==> src/rtl/time_set_editor_if.sv <==
// Port bundle for time_set_editor: mode and key inputs plus the running-clock snapshot in;
// the edited time, cursor, editing flag and commit strobe out.
interface time_set_editor_if;
  logic [3:0] MODE;
  logic [3:0] NUM_SYNC;
  logic [1:0] NUM_HELD;
  logic       CUR_MERIDIEM;
  logic [6:0] CUR_HOUR;
  logic [6:0] CUR_MIN;
  logic [6:0] CUR_SEC;
  logic [2:0] CURSOR;
  logic       MERIDIEM;
  logic [6:0] HOUR;
  logic [6:0] MIN;
  logic [6:0] SEC;
  logic       EDITING;
  logic       COMMIT;

  modport master (
    output MODE, NUM_SYNC, NUM_HELD, CUR_MERIDIEM, CUR_HOUR, CUR_MIN, CUR_SEC,
    input  CURSOR, MERIDIEM, HOUR, MIN, SEC, EDITING, COMMIT
  );

  modport slave (
    input  MODE, NUM_SYNC, NUM_HELD, CUR_MERIDIEM, CUR_HOUR, CUR_MIN, CUR_SEC,
    output CURSOR, MERIDIEM, HOUR, MIN, SEC, EDITING, COMMIT
  );
endinterface

==> src/rtl/time_set_editor.sv <==
// Cursor-driven HH:MM:SS digit editor with key auto-repeat; loads the running time on mode
// entry and strobes COMMIT for one cycle on mode exit. Key effects appear one edge later.
module time_set_editor #(
  parameter int         HOUR_24       = 0,
  parameter logic [3:0] MODE_ID       = 4'b0000,
  parameter int         REPEAT_START  = 50,
  parameter int         REPEAT_PERIOD = 10,
  parameter int         RPT_W         = 8
) (
  input logic              CLK,
  input logic              RESET,
  time_set_editor_if.slave bus
);

  localparam logic [6:0]       HMIN       = (HOUR_24 != 0) ? 7'd0  : 7'd1;
  localparam logic [6:0]       HMAX       = (HOUR_24 != 0) ? 7'd23 : 7'd12;
  localparam logic [2:0]       NPOS_LAST  = (HOUR_24 != 0) ? 3'd5  : 3'd6;
  localparam logic [RPT_W-1:0] RPT_LAST   = RPT_W'(REPEAT_START - 1);
  localparam logic [RPT_W-1:0] RPT_RELOAD = RPT_W'(REPEAT_START - REPEAT_PERIOD);

  typedef enum logic [1:0] {S_IDLE, S_LOAD, S_EDIT, S_DONE} state_t;

  state_t           r_state;
  state_t           w_state_nxt;
  logic             w_editing;
  logic             w_commit;
  logic [2:0]       r_cursor;
  logic             r_mer;
  logic [6:0]       r_hour;
  logic [6:0]       r_min;
  logic [6:0]       r_sec;
  logic [RPT_W-1:0] r_rpt;
  logic [RPT_W-1:0] w_rpt_nxt;
  logic             w_tick;
  logic             w_active;
  logic             w_press;
  logic             w_up;
  logic             w_dn;
  logic             w_step;
  logic             w_step_up;
  logic             w_right;
  logic             w_left;

  function automatic logic [6:0] f_ms(input logic [6:0] v, input logic tens, input logic up);
    logic [6:0] ones;
    ones = v % 7'd10;
    if (!tens)
      f_ms = up ? ((ones == 7'd9) ? v - 7'd9 : v + 7'd1)
                : ((ones == 7'd0) ? v + 7'd9 : v - 7'd1);
    else
      f_ms = up ? ((v >= 7'd50) ? v - 7'd50 : v + 7'd10)
                : ((v < 7'd10)  ? v + 7'd50 : v - 7'd10);
  endfunction

  function automatic logic [6:0] f_hour(input logic [6:0] v, input logic tens, input logic up);
    logic [6:0] ones;
    ones = v % 7'd10;
    if (!tens)
      f_hour = up ? ((v == HMAX) ? HMIN : v + 7'd1)
                  : ((v == HMIN) ? HMAX : v - 7'd1);
    else if (up)
      f_hour = (v + 7'd10 <= HMAX) ? v + 7'd10
             : ((HOUR_24 == 0) && (ones == 7'd0)) ? HMIN : ones;
    else if (v >= HMIN + 7'd10) f_hour = v - 7'd10;
    else if (v + 7'd20 <= HMAX) f_hour = v + 7'd20;
    else if (v + 7'd10 <= HMAX) f_hour = v + 7'd10;
    else                        f_hour = v;
  endfunction

  always_ff @(posedge CLK or posedge RESET) begin
    if (RESET) r_state <= S_IDLE;
    else       r_state <= w_state_nxt;
  end

  always_comb begin
    w_state_nxt = r_state;
    w_editing   = 1'b0;
    w_commit    = 1'b0;
    case (r_state)
      S_IDLE: if (bus.MODE == MODE_ID) w_state_nxt = S_LOAD;
      S_LOAD: w_state_nxt = S_EDIT;
      S_EDIT: begin
        w_editing = 1'b1;
        if (bus.MODE != MODE_ID) w_state_nxt = S_DONE;
      end
      S_DONE: begin
        w_commit    = 1'b1;
        w_state_nxt = S_IDLE;
      end
      default: w_state_nxt = S_IDLE;
    endcase
  end

  // Keys only act while editing and staying in the mode; the exit cycle drops them.
  assign w_active = (r_state == S_EDIT) && (bus.MODE == MODE_ID);
  assign w_press  = bus.NUM_SYNC[0] | bus.NUM_SYNC[1];

  always_comb begin
    w_tick    = 1'b0;
    w_rpt_nxt = '0;
    if (w_active && !w_press && (bus.NUM_HELD[0] ^ bus.NUM_HELD[1])) begin
      if (r_rpt == RPT_LAST) begin
        w_tick    = 1'b1;
        w_rpt_nxt = RPT_RELOAD;
      end else begin
        w_rpt_nxt = r_rpt + 1'b1;
      end
    end
  end

  assign w_up      = w_active && (bus.NUM_SYNC[0] || (w_tick && bus.NUM_HELD[0]));
  assign w_dn      = w_active && (bus.NUM_SYNC[1] || (w_tick && bus.NUM_HELD[1]));
  assign w_step    = w_up ^ w_dn;
  assign w_step_up = w_up;
  assign w_right   = w_active && bus.NUM_SYNC[2] && !bus.NUM_SYNC[3];
  assign w_left    = w_active && bus.NUM_SYNC[3] && !bus.NUM_SYNC[2];

  always_ff @(posedge CLK or posedge RESET) begin
    if (RESET) begin
      r_cursor <= 3'd0;
      r_mer    <= 1'b0;
      r_hour   <= HMIN;
      r_min    <= 7'd0;
      r_sec    <= 7'd0;
      r_rpt    <= '0;
    end else begin
      r_rpt <= w_rpt_nxt;
      if (r_state == S_LOAD) begin
        r_cursor <= 3'd0;
        r_mer    <= (HOUR_24 != 0) ? 1'b0 : bus.CUR_MERIDIEM;
        r_hour   <= ((bus.CUR_HOUR > HMAX) || ((HOUR_24 == 0) && (bus.CUR_HOUR == 7'd0)))
                    ? HMIN : bus.CUR_HOUR;
        r_min    <= (bus.CUR_MIN > 7'd59) ? 7'd0 : bus.CUR_MIN;
        r_sec    <= (bus.CUR_SEC > 7'd59) ? 7'd0 : bus.CUR_SEC;
      end else begin
        // The step targets the pre-move cursor; the cursor update lands on the same edge.
        if (w_step) begin
          case (r_cursor)
            3'd0:    r_sec  <= f_ms(r_sec, 1'b0, w_step_up);
            3'd1:    r_sec  <= f_ms(r_sec, 1'b1, w_step_up);
            3'd2:    r_min  <= f_ms(r_min, 1'b0, w_step_up);
            3'd3:    r_min  <= f_ms(r_min, 1'b1, w_step_up);
            3'd4:    r_hour <= f_hour(r_hour, 1'b0, w_step_up);
            3'd5:    r_hour <= f_hour(r_hour, 1'b1, w_step_up);
            3'd6:    if (HOUR_24 == 0) r_mer <= ~r_mer;
            default: ;
          endcase
        end
        if (w_right)     r_cursor <= (r_cursor == NPOS_LAST) ? 3'd0 : r_cursor + 3'd1;
        else if (w_left) r_cursor <= (r_cursor == 3'd0) ? NPOS_LAST : r_cursor - 3'd1;
      end
    end
  end

  assign bus.CURSOR   = r_cursor;
  assign bus.MERIDIEM = r_mer;
  assign bus.HOUR     = r_hour;
  assign bus.MIN      = r_min;
  assign bus.SEC      = r_sec;
  assign bus.EDITING  = w_editing;
  assign bus.COMMIT   = w_commit;

endmodule
==> src/flat_wrapper.sv <==
// flat-port wrapper written by rule: the top's interface ports become plain ports
module time_set_editor_flat 
#(
  parameter int         HOUR_24       = 0,
  parameter logic [3:0] MODE_ID       = 4'b0000,
  parameter int         REPEAT_START  = 50,
  parameter int         REPEAT_PERIOD = 10,
  parameter int         RPT_W         = 8
)
  (CLK, RESET, bus_MODE, bus_NUM_SYNC, bus_NUM_HELD, bus_CUR_MERIDIEM, bus_CUR_HOUR, bus_CUR_MIN, bus_CUR_SEC, bus_CURSOR, bus_MERIDIEM, bus_HOUR, bus_MIN, bus_SEC, bus_EDITING, bus_COMMIT);
  time_set_editor_if bus_i ();
  input logic CLK;
  input logic RESET;
  input wire logic [$bits(bus_i.MODE)-1:0] bus_MODE;
  input wire logic [$bits(bus_i.NUM_SYNC)-1:0] bus_NUM_SYNC;
  input wire logic [$bits(bus_i.NUM_HELD)-1:0] bus_NUM_HELD;
  input wire logic [$bits(bus_i.CUR_MERIDIEM)-1:0] bus_CUR_MERIDIEM;
  input wire logic [$bits(bus_i.CUR_HOUR)-1:0] bus_CUR_HOUR;
  input wire logic [$bits(bus_i.CUR_MIN)-1:0] bus_CUR_MIN;
  input wire logic [$bits(bus_i.CUR_SEC)-1:0] bus_CUR_SEC;
  output wire logic [$bits(bus_i.CURSOR)-1:0] bus_CURSOR;
  output wire logic [$bits(bus_i.MERIDIEM)-1:0] bus_MERIDIEM;
  output wire logic [$bits(bus_i.HOUR)-1:0] bus_HOUR;
  output wire logic [$bits(bus_i.MIN)-1:0] bus_MIN;
  output wire logic [$bits(bus_i.SEC)-1:0] bus_SEC;
  output wire logic [$bits(bus_i.EDITING)-1:0] bus_EDITING;
  output wire logic [$bits(bus_i.COMMIT)-1:0] bus_COMMIT;
  assign bus_i.MODE = bus_MODE;
  assign bus_i.NUM_SYNC = bus_NUM_SYNC;
  assign bus_i.NUM_HELD = bus_NUM_HELD;
  assign bus_i.CUR_MERIDIEM = bus_CUR_MERIDIEM;
  assign bus_i.CUR_HOUR = bus_CUR_HOUR;
  assign bus_i.CUR_MIN = bus_CUR_MIN;
  assign bus_i.CUR_SEC = bus_CUR_SEC;
  assign bus_CURSOR = bus_i.CURSOR;
  assign bus_MERIDIEM = bus_i.MERIDIEM;
  assign bus_HOUR = bus_i.HOUR;
  assign bus_MIN = bus_i.MIN;
  assign bus_SEC = bus_i.SEC;
  assign bus_EDITING = bus_i.EDITING;
  assign bus_COMMIT = bus_i.COMMIT;
  time_set_editor #(.HOUR_24(HOUR_24), .MODE_ID(MODE_ID), .REPEAT_START(REPEAT_START), .REPEAT_PERIOD(REPEAT_PERIOD), .RPT_W(RPT_W)) u_core (.CLK(CLK), .RESET(RESET), .bus(bus_i));
endmodule
==> config.mk <==
export PLATFORM = sky130hd
export DESIGN_NAME = time_set_editor_flat
export DESIGN_NICKNAME = d
export VERILOG_FILES = /design/src/rtl/time_set_editor_if.sv /design/src/rtl/time_set_editor.sv /design/src/flat_wrapper.sv
export SDC_FILE = /design/constraint.sdc
export NUM_CORES = 1
export LEC_CHECK = 0
export ABC_AREA = 1
export CAP_MARGIN = 40
export CORE_ASPECT_RATIO = 0.7
export CORE_UTILIZATION = 59
export DETAILED_ROUTE_END_ITERATION = 12
export GPL_ROUTABILITY_DRIVEN = 0
export PLACE_DENSITY = 0.83
export SETUP_SLACK_MARGIN = 0.15
export SLEW_MARGIN = 20
export SYNTH_ARGS = -nofsm -noshare
export SYNTH_HDL_FRONTEND = slang
export SYNTH_SLANG_ARGS = --single-unit
==> constraint.sdc <==
create_clock -name CLK -period 4.9 [get_ports CLK]
set_input_delay 0.735 -clock CLK [delete_from_list [all_inputs] [get_ports CLK]]
set_output_delay 0.735 -clock CLK [all_outputs]
set_load 0.02 [all_outputs]
==> flow_metrics.env <==
export IMPL_criticalPathCategory="reg -> reg"
export IMPL_total_cts_buffers=5
export IMPL_antenna_violations_before_repair=0
export IMPL_fp_dieW_um=115
export IMPL_slew_violations=0
export IMPL_drt_first_iter_violations=562
export IMPL_timing_final_hold_violations=0
export IMPL_netlist_cell_type_count=55
export IMPL_run_status="finished clean"
export IMPL_grtUsageTotal_pct=34.2
export IMPL_reg2reg_slack_ns=0.52
export IMPL_predominant_post_synthesis_flop_cell="dfrtp_1"
export IMPL_cp_data_required_time_ns=5.05
export IMPL_synthesis_area_per_instance_um2=6.21
export IMPL_post_detail_place_hpwl_um=12000
export IMPL_totalWireLength_um=15600
export IMPL_routed_wire_per_std_cell_um=15.0
export IMPL_timing_slew_headroom_pct=54.8
export IMPL_syn_inst=855
export IMPL_drt_pass1_iter_count=6
export IMPL_cap_viol_max_count=0
export IMPL_route_detailed_drc=0
export IMPL_min_from="u_core.r_rpt[0]"
export IMPL_totalNegativeSetupSlack_ns=0
export IMPL_die_y_um=81.4
export IMPL_synthXorXnorAreaFrac_pct=4.57
export IMPL_synth_simple_gate_area_share_pct=36.1
export IMPL_grt_start_max_net_pins=36
export IMPL_finish_net_count=1002
export IMPL_worst_hold_slack_ns=0.501
export IMPL_drt_vias_per_instance=5.86
export IMPL_min_delay_worst_endpoint="u_core.r_rpt[0]"
export IMPL_ctsHoldBuffers=0
export IMPL_diodes=0
export IMPL_setup_violations_final=0
export IMPL_multiInputGateArea_um2=3920
export IMPL_finalCriticalPeriod_ns=4.38
export IMPL_fp_row_count=28
export IMPL_seqCellArea_um2=878
export IMPL_timing_rr_start="u_core.bus.SEC[2]"
export IMPL_worstReg2RegEnd="u_core.bus.SEC[5]"
export IMPL_cts_root_buf="clkbuf_16"
export IMPL_clockBufferDepth=2
export IMPL_synth_sequential_area_ratio_pct=16.5
export IMPL_tritoncts="done"
export IMPL_vias=6094
export IMPL_min_delay_path_depth=1
export IMPL_crit_top_cell="nor2_1"
export IMPL_cp_start_kind="flop"
export IMPL_grt_setup_unrepaired="false"
export IMPL_synthesis_yosys_warnings=0
export IMPL_netlist_area_um2=5310
export IMPL_clk_latency_ns=0.29
export IMPL_initial_core_util_pct=61.9
export IMPL_area_grow_syn2layout_pct=18.3
export IMPL_critPathMaxFanout=6
export IMPL_yosys_area_share_adder_pct=11.8
export IMPL_tritoncts_num_sinks=35
export IMPL_synth_mux_area_fraction_pct=0
export IMPL_cts_h_tree_depth=2
export IMPL_fmaxAchievable_ghz=0.228
export IMPL_slew_of_the_pin_with_the_lowest_slew_margin_ns=0.678
export IMPL_clock_skew_final_ns=0.00748
export IMPL_worstHoldPathType="reg -> reg"
export IMPL_min_period_over_period_pct=89.4
export IMPL_cell_type_of_the_slowest_stage_on_the_worst_timing_path="dfrtp_1"
export IMPL_slowest_delay_ns=0.38
export IMPL_remaining_antenna_violation_count_after_routing=0
export IMPL_number_of_global_route_vias_before_repair=5435
export IMPL_synth_top_family_by_area="simple AND/OR/NAND/NOR gates"
export IMPL_async_reset_ff_share_pct=100
export IMPL_top_level_port_count=61
export IMPL_globalRouteOverflowTotal=0
export IMPL_timing_reg2reg_worst_path_depth=33
export IMPL_nFillCells=710
export IMPL_share_of_post_route_cells_with_drive_strength_above_1_pct=11.3
export IMPL_die_area_um2=9390
export IMPL_core_region_area_um2=8580
export IMPL_io_buffers=60
export IMPL_path_clk_slew_ns=0.06
export IMPL_critical_path_data_arrival_time_ns=4.53
export IMPL_endpoint_kind="flop"
export IMPL_global_route_wire_length_before_repair_um=25400
export IMPL_synthesis_nets=938
export IMPL_postSynthRegisterBits=35
export IMPL_synth_edff_count=0
export IMPL_synth_compound_area_share_pct=20.1
## registers in the layout, summed over array words and instances, names as in the netlist
signal,cells
u_core.bus.SEC,7
u_core.bus.CURSOR,3
u_core.r_rpt,8
u_core.bus.MERIDIEM,1
u_core.r_state,2
u_core.bus.HOUR,7
u_core.bus.MIN,7
## logic make-up (layout without fill, tap and decap cells)
kind of cell	Yosys count	count (layout)
and+or+nand+nor	417	417
AOI/OAI and AO/OA	177	177
buffers and inverters	151	216
adders and majority gates	49	49
DFF	35	35
xor gates and xnor gates	26	26
## stage by stage
step	worst slack [ns]	util, %	cell area [um^2]	std cells
floorplan	0.578	-	5310	855
global placement	0.397	70.7	6070	1031
detailed placement	0.172	70.7	6070	1031
CTS	0.329	72.3	6210	1039
global route	0.174	73.2	6280	1040
finish	0.517	73.2	6280	1040
## cells in the final DEF (no fill, tap or decap), types with 3 or more instances in the layout
master | netlist | routed
xor2_1 | 18 | 18
o22ai_1 | 6 | 6
inv_1 | 120 | 116
a31oi_1 | 11 | 11
clkdlybuf4s50_1 | 0 | 60
ha_1 | 47 | 46
nand3b_1 | 4 | 4
o31ai_1 | 6 | 5
nand3_2 | 8 | 7
nand3_1 | 54 | 54
o211ai_1 | 12 | 12
a21oi_1 | 40 | 39
nor2_2 | 7 | 6
o21ai_2 | 4 | 4
o21ai_1 | 7 | 8
buf_4 | 2 | 10
o221ai_1 | 3 | 3
nor2_4 | 5 | 7
xnor2_1 | 6 | 6
dfrtp_1 | 34 | 33
nor2_1 | 96 | 95
o311ai_0 | 5 | 5
o21ai_0 | 63 | 62
a21oi_2 | 3 | 4
inv_2 | 17 | 20
nor3_1 | 12 | 12
nand2_2 | 16 | 15
or2_2 | 6 | 6
nand4_1 | 13 | 13
nand2_1 | 188 | 188
clkbuf_16 | 0 | 5
a221oi_1 | 4 | 3
## cell type report
type	instances	share of cell area, %
sequential	35	14.0
tap	120	2.39
clock buffer	6	2.05
timing repair buffer	70	10.8
multi-input combinational	669	62.3
inverter	138	8.30
clock inverter	2	0.199
## Yosys cell counts (8+ instances only)
| master | count | area share (%) |
|---|---|---|
| nand2_1 | 188 | 13 |
| inv_2 | 17 | 1.2 |
| o21ai_0 | 63 | 5.9 |
| dfrtp_1 | 34 | 16 |
| nor2_1 | 96 | 6.8 |
| xor2_1 | 18 | 3.0 |
| nand3_2 | 8 | 1.5 |
| ha_1 | 47 | 11 |
| nand2_2 | 16 | 1.9 |
| nor3_1 | 12 | 1.1 |
| o211ai_1 | 12 | 1.7 |
| nand4_1 | 13 | 1.5 |
| inv_1 | 120 | 8.5 |
| nand3_1 | 54 | 5.1 |
| a31oi_1 | 11 | 1.3 |
| a21oi_1 | 40 | 3.8 |
## metal layers
layer	part of all wire [%]	vias to the layer above	wire [um]	global-route usage (%)
met5	0	-	0	0.556
met4	0.58	0	91	5.32
met3	12	18	1810	6.42
met2	43	331	6740	53.2
met1	45	2783	6990	49.6
li1	-	2962	-	-
## worst max-delay path by stage
stage	start	end	cells after the start
after global placement	bus_MODE[1]	u_core.bus.MIN[6]	24
after detailed placement	bus_MODE[1]	u_core.bus.SEC[6]	21
after floorplan	u_core.bus.SEC[1]	u_core.bus.SEC[6]	31
after global routing	u_core.bus.SEC[2]	u_core.bus.SEC[5]	32
final	u_core.bus.SEC[2]	u_core.bus.SEC[5]	33
after CTS	u_core.bus.SEC[2]	u_core.bus.SEC[6]	29
## worst max-delay path: cells and delay by family, from the launching register on
family / cells / cell delay [ns]
adders and majority gates: 2 / 0.55
AOI/OAI and AO/OA: 4 / 0.48
xor gates and xnor gates: 1 / 0.25
buffers and inverters: 5 / 0.49
and+or+nand+nor: 21 / 2.09
DFF: 1 / 0.38
## what timing repair did
action	CTS	global route
resized for setup	0	18
endpoints found under the hold margin	0	0
endpoints found under the setup margin	0	5
setup buffers	0	1
Power is left out: the tool's default activity adds up to more than one toggle a clock period on the data nets, which glitch-free logic cannot reach.
